File: src/rtl/vga_defs.sv
// Shared VGA 640x480@60 timing constants, colour codes and frame-buffer geometry
// used by the frame-buffer reader and its timing generator.
package vga_defs;

  localparam logic [9:0] H_VISIBLE = 10'd640;
  localparam logic [9:0] H_FRONT   = 10'd16;
  localparam logic [9:0] H_SYNC    = 10'd96;
  localparam logic [9:0] H_BACK    = 10'd48;
  localparam logic [9:0] H_TOTAL   = H_VISIBLE + H_FRONT + H_SYNC + H_BACK;

  localparam logic [9:0] V_VISIBLE = 10'd480;
  localparam logic [9:0] V_FRONT   = 10'd10;
  localparam logic [9:0] V_SYNC    = 10'd2;
  localparam logic [9:0] V_BACK    = 10'd33;
  localparam logic [9:0] V_TOTAL   = V_VISIBLE + V_FRONT + V_SYNC + V_BACK;

  localparam logic [9:0] H_SYNC_START = H_VISIBLE + H_FRONT;
  localparam logic [9:0] H_SYNC_END   = H_SYNC_START + H_SYNC;
  localparam logic [9:0] V_SYNC_START = V_VISIBLE + V_FRONT;
  localparam logic [9:0] V_SYNC_END   = V_SYNC_START + V_SYNC;

  localparam int BUF_DIM = 256;

  typedef logic [2:0] rgb_t;

  localparam rgb_t COLOR_BLACK = 3'b000;
  localparam rgb_t COLOR_RED   = 3'b100;
  localparam rgb_t COLOR_GREEN = 3'b010;
  localparam rgb_t COLOR_BLUE  = 3'b001;
  localparam rgb_t COLOR_WHITE = 3'b111;

  // Half-open range test lo <= x < hi on counter-width values.
  function automatic logic in_range(input logic [9:0] x, input logic [9:0] lo,
                                    input logic [9:0] hi);
    return (x >= lo) && (x < hi);
  endfunction

endpackage

File: src/rtl/vga_timing_counter.sv
// Pixel-enable divider and raster H/V counters with raw (unregistered) sync,
// visible and vertical-blank flags for the current counter value.
module vga_timing_counter
  import vga_defs::*;
(
  input  logic       Clock,
  input  logic       Reset,
  output logic       pix_en,
  output logic [9:0] h,
  output logic [9:0] v,
  output logic       hsync_raw,
  output logic       vsync_raw,
  output logic       visible_raw,
  output logic       vblank_raw
);

  logic       en_q, en_d;
  logic [9:0] h_q, h_d;
  logic [9:0] v_q, v_d;

  always_comb begin
    en_d = ~en_q;
    h_d  = h_q;
    v_d  = v_q;
    if (en_q) begin
      if (h_q == H_TOTAL - 10'd1) begin
        h_d = '0;
        v_d = (v_q == V_TOTAL - 10'd1) ? '0 : v_q + 10'd1;
      end else begin
        h_d = h_q + 10'd1;
      end
    end
  end

  // Stage 0: counters
  always_ff @(posedge Clock or negedge Reset) begin
    if (!Reset) begin
      en_q <= 1'b0;
      h_q  <= '0;
      v_q  <= '0;
    end else begin
      en_q <= en_d;
      h_q  <= h_d;
      v_q  <= v_d;
    end
  end

  assign pix_en      = en_q;
  assign h           = h_q;
  assign v           = v_q;
  assign hsync_raw   = ~in_range(h_q, H_SYNC_START, H_SYNC_END);
  assign vsync_raw   = ~in_range(v_q, V_SYNC_START, V_SYNC_END);
  assign visible_raw = (h_q < H_VISIBLE) && (v_q < V_VISIBLE);
  assign vblank_raw  = (v_q >= V_VISIBLE);

endmodule

File: src/rtl/vga_frame_reader.sv
// Scans the 256x256 video buffer in raster order inside a centred window and
// drives registered VGA colour and sync pins with a two-pixel pipeline.
module vga_frame_reader
  import vga_defs::*;
#(
  parameter int H_OFFSET = 192,
  parameter int V_OFFSET = 112
) (
  input  logic        Clock,
  input  logic        Reset,
  input  logic [2:0]  iReadData,
  output logic [15:0] oReadAddress,
  output logic        oRed,
  output logic        oGreen,
  output logic        oBlue,
  output logic        oHSync,
  output logic        oVSync,
  output logic        oVBlank
);

  localparam logic [9:0] WIN_H_LO = 10'(H_OFFSET);
  localparam logic [9:0] WIN_H_HI = 10'(H_OFFSET + BUF_DIM);
  localparam logic [9:0] WIN_V_LO = 10'(V_OFFSET);
  localparam logic [9:0] WIN_V_HI = 10'(V_OFFSET + BUF_DIM);

  logic       pix_en;
  logic [9:0] h, v;
  logic       hsync_raw, vsync_raw, visible_raw, vblank_raw;

  vga_timing_counter u_timing (
    .Clock       (Clock),
    .Reset       (Reset),
    .pix_en      (pix_en),
    .h           (h),
    .v           (v),
    .hsync_raw   (hsync_raw),
    .vsync_raw   (vsync_raw),
    .visible_raw (visible_raw),
    .vblank_raw  (vblank_raw)
  );

  logic       in_win;
  logic [7:0] col, row;

  always_comb begin
    in_win = visible_raw && in_range(h, WIN_H_LO, WIN_H_HI)
                         && in_range(v, WIN_V_LO, WIN_V_HI);
    col    = 8'(h - WIN_H_LO);
    row    = 8'(v - WIN_V_LO);
  end

  logic [15:0] addr_p1_q, addr_p1_d;
  logic        vld_p1_q, vld_p1_d;
  logic        hs_p1_q, hs_p1_d;
  logic        vs_p1_q, vs_p1_d;
  logic        vb_p1_q, vb_p1_d;

  rgb_t        rgb_p2_q, rgb_p2_d;
  logic        hs_p2_q, hs_p2_d;
  logic        vs_p2_q, vs_p2_d;
  logic        vb_p2_q, vb_p2_d;

  always_comb begin
    addr_p1_d = addr_p1_q;
    vld_p1_d  = vld_p1_q;
    hs_p1_d   = hs_p1_q;
    vs_p1_d   = vs_p1_q;
    vb_p1_d   = vb_p1_q;
    rgb_p2_d  = rgb_p2_q;
    hs_p2_d   = hs_p2_q;
    vs_p2_d   = vs_p2_q;
    vb_p2_d   = vb_p2_q;
    if (pix_en) begin
      // Address only advances inside the window; outside it the RAM output is masked.
      if (in_win) addr_p1_d = {row, col};
      vld_p1_d = in_win;
      hs_p1_d  = hsync_raw;
      vs_p1_d  = vsync_raw;
      vb_p1_d  = vblank_raw;
      // RAM data for addr_p1_q has settled one Clock before this enabled edge.
      rgb_p2_d = vld_p1_q ? rgb_t'(iReadData) : COLOR_BLACK;
      hs_p2_d  = hs_p1_q;
      vs_p2_d  = vs_p1_q;
      vb_p2_d  = vb_p1_q;
    end
  end

  // Stage 1: read address and delayed window/sync flags
  always_ff @(posedge Clock or negedge Reset) begin
    if (!Reset) begin
      addr_p1_q <= '0;
      vld_p1_q  <= 1'b0;
      hs_p1_q   <= 1'b1;
      vs_p1_q   <= 1'b1;
      vb_p1_q   <= 1'b0;
    end else begin
      addr_p1_q <= addr_p1_d;
      vld_p1_q  <= vld_p1_d;
      hs_p1_q   <= hs_p1_d;
      vs_p1_q   <= vs_p1_d;
      vb_p1_q   <= vb_p1_d;
    end
  end

  // Stage 2: colour and syncs registered together at the pins
  always_ff @(posedge Clock or negedge Reset) begin
    if (!Reset) begin
      rgb_p2_q <= COLOR_BLACK;
      hs_p2_q  <= 1'b1;
      vs_p2_q  <= 1'b1;
      vb_p2_q  <= 1'b0;
    end else begin
      rgb_p2_q <= rgb_p2_d;
      hs_p2_q  <= hs_p2_d;
      vs_p2_q  <= vs_p2_d;
      vb_p2_q  <= vb_p2_d;
    end
  end

  assign oReadAddress = addr_p1_q;
  assign oRed         = rgb_p2_q[2];
  assign oGreen       = rgb_p2_q[1];
  assign oBlue        = rgb_p2_q[0];
  assign oHSync       = hs_p2_q;
  assign oVSync       = vs_p2_q;
  assign oVBlank      = vb_p2_q;

endmodule

File: config.mk
export PLATFORM = sky130hd
export DESIGN_NAME = vga_frame_reader
export DESIGN_NICKNAME = d
export VERILOG_FILES = /design/src/rtl/vga_defs.sv /design/src/rtl/vga_timing_counter.sv /design/src/rtl/vga_frame_reader.sv
export SDC_FILE = /design/constraint.sdc
export NUM_CORES = 1
export LEC_CHECK = 0
export CAP_MARGIN = 30
export CORE_MARGIN = 2
export CORE_UTILIZATION = 43
export CTS_CLUSTER_DIAMETER = 200
export DETAILED_ROUTE_END_ITERATION = 8
export PLACE_DENSITY = 0.76
export REMOVE_ABC_BUFFERS = 1
export SYNTH_ARGS = -nofsm -noshare
export SYNTH_HDL_FRONTEND = slang
export SYNTH_SLANG_ARGS = --single-unit
File: constraint.sdc
create_clock -name Clock -period 2.8 [get_ports Clock]
set_input_delay 0.42 -clock Clock [delete_from_list [all_inputs] [get_ports Clock]]
set_output_delay 0.42 -clock Clock [all_outputs]
set_load 0.05 [all_outputs]
==> impl_metrics.tcl <==
set metrics [dict create \
    status "complete, no violations" \
    syn_to_final_growth_pct 15.7 \
    ff_latch_area_um2 1180 \
    antenna_left 0 \
    clk_pin_slew_ns 0.09 \
    clock_path_buffers 2 \
    yosysWarnings 0 \
    finalClockSkew_ns 0.00826 \
    multi_input_area_um2 1130 \
    grt_util_all_layers 0.158 \
    die_w_um 79.6 \
    grt_first_pass_wirelength_mm 7.75 \
    finalWirelength_mm 4.50 \
    num_antenna_cells 0 \
    routed_via_density 5.25 \
    crit_type "reg -> reg" \
    cts_max_level 2 \
    clkSinkCount 47 \
    netlist_area_um2 2450 \
    ff2ff_path_depth 5 \
    gp_congestion 0.820 \
    p_leak_uw 0.00128 \
    ys_types 43 \
    critPathMaxFanout 17 \
    final-setup-viol-count 0 \
    setup_tns_ns 0 \
    cts_root_buf "clkbuf_8" \
    drv_cap 0 \
    start_util 0.446 \
    end_kind "flop" \
    synth_edf_count 0 \
    synthCells 224 \
    drtIter0Drc 138 \
    rsz0062_at_grt "false" \
    postCtsHoldBufs 0 \
    hold_violations 0 \
    num-fill-cells 463 \
    drive_above_1_share 0.178 \
    grt_max_degree 32 \
    first_pass_iters 4 \
    power_density_nw_per_um2 389 \
    hp-class "in -> async" \
    tightest_slew_ns 0.793 \
    nets 262 \
    finish.instance_area_um2 2840 \
    grt_antenna_before_repair 0 \
    vias 1676 \
    finalCritPeriodShare 0.766 \
    startpoint "u_timing.h[0]" \
    synthArstFlopShare 1.00 \
    cts_tree "built" \
    clock_latency_ns 0.30 \
    overflow 0 \
    arrival_ns 2.33 \
    cts_setup_buffers 0 \
    io_pins 27 \
    place_area_um2 2750 \
    rows 27 \
    drt-wirelength-per-cell_um 14.1 \
    critPathLaunchType "flop" \
    r2r-start "u_timing.h[0]" \
    numCtsBuffers 5 \
    syn_area_per_cell_um2 11.0 \
    crit_required_ns 2.99 \
    dieHeight_um 79.6 \
    synth_ff_type "dfrtp_1" \
    slew_viol_final 0 \
    r2r_slack_ns 0.66 \
    synth-seq-area-share 0.481 \
    coreArea_um2 5510 \
    cts_resized 0 \
    timing.rr.end "oReadAddress[4]" \
    period_needed_ns 2.14 \
    dieArea_um2 6330 \
    max_freq_ghz 0.466 \
    relSlewSlack 0.471 \
    drcViolationCount 0 \
    ir_drop_mv 0.199 \
    place_hpwl_mm 3.09 \
    ys_ff_latch 47 \
    grt_pass1_vias 1605 \
    io_buffer_count 26 \
]
[per-layer routing]
layer  part of all wire  global-route usage
met5                  0                   0
met4              0.018              0.0759
met3              0.038              0.0271
met2               0.45               0.239
met1               0.49               0.219
[power breakdown]
group	switching (µW)	internal [µW]
clock	234	174
sequential	0	678
combinational	13.6	6.93
total	247	859
[worst max path at each step]
stage	endpoint	slack [ns]	depth (start not counted)
6_report	oReadAddress[4]	0.66	5
4_1_cts	oReadAddress[4]	0.63	5
3_3_place_gp	oReadAddress[4]	0.68	5
2_1_floorplan	u_timing.v[8]	0.68	4
3_5_place_dp	oReadAddress[5]	0.66	4
5_1_grt	oReadAddress[1]	0.53	5
[cells in the mapped netlist (6+ instances only)]
cell,count,area share
ha_1,11,0.056
nand2_1,12,0.018
dfrtp_1,43,0.44
mux2_4,9,0.055
xnor2_1,8,0.029
buf_2,6,0.012
nor2_1,10,0.015
mux2_2,11,0.050
o21ai_0,16,0.033
inv_1,15,0.023
a21oi_1,9,0.018
nand3_1,16,0.033
[metrics by stage]
| stage | setup WS [ns] | total power (µW) | cells | utilization | hold WS (ns) |
|---|---|---|---|---|---|
| floorplan | 0.681 | 692 | 210 | - | 0.124 |
| global placement | 0.682 | 710 | 310 | 0.496 | 0.464 |
| detailed placement | 0.657 | 713 | 311 | 0.500 | 0.366 |
| CTS | 0.630 | 1120 | 319 | 0.516 | 0.0346 |
| global route | 0.526 | 1150 | 319 | 0.516 | 0.0545 |
| finish | 0.655 | 1110 | 319 | 0.516 | 0.0228 |
[state kept, by name, indices dropped and copies added, names as in the netlist, 3 cells and up]
| register | flops |
|---|---|
| u_timing.h | 10 |
| oReadAddress | 16 |
| u_timing.v | 10 |
| rgb_p2_q | 3 |
[final cells by class]
| type | count | area share |
|---|---|---|
| Timing Repair Buffer | 29 | 0.102 |
| Multi-Input combinational cell | 147 | 0.398 |
| Clock inverter | 3 | 0.00705 |
| Sequential cell | 47 | 0.416 |
| Inverter | 16 | 0.0211 |
| Tap cell | 72 | 0.0317 |
| Clock buffer | 5 | 0.0242 |
[worst max-delay path, cell delays in order, from the launching register on]
cell and delay [ns]:
dfrtp_1 0.41, inv_1 0.09, ha_1 0.21, a41o_1 0.24
o2111ai_4 0.65, mux2_2 0.41
[cell usage in the layout (no fill, tap or decap), types with 8 or more instances in the layout]
cell,Yosys,final
xnor2_1,8,8
dfrtp_1,43,43
mux2_2,11,11
nand2_1,12,12
ha_1,11,11
nor2_1,10,10
clkdlybuf4s50_1,0,25
mux2_4,9,9
nand3_1,16,16
a21oi_1,9,9
o21ai_0,16,16
inv_1,15,15
[logic make-up after synthesis]
| family | after synthesis | share of synthesized area |
|---|---|---|
| XOR/XNOR | 10 | 0.0357 |
| multiplexers | 21 | 0.110 |
| adder cells (fa/ha/maj) | 11 | 0.0561 |
| flip-flops | 47 | 0.481 |
| AND/OR/NAND/NOR | 70 | 0.167 |
| AO/OA/AOI/OAI | 35 | 0.0923 |
| buffers and inverters | 30 | 0.0581 |
Power figures use the tool's default switching activity.
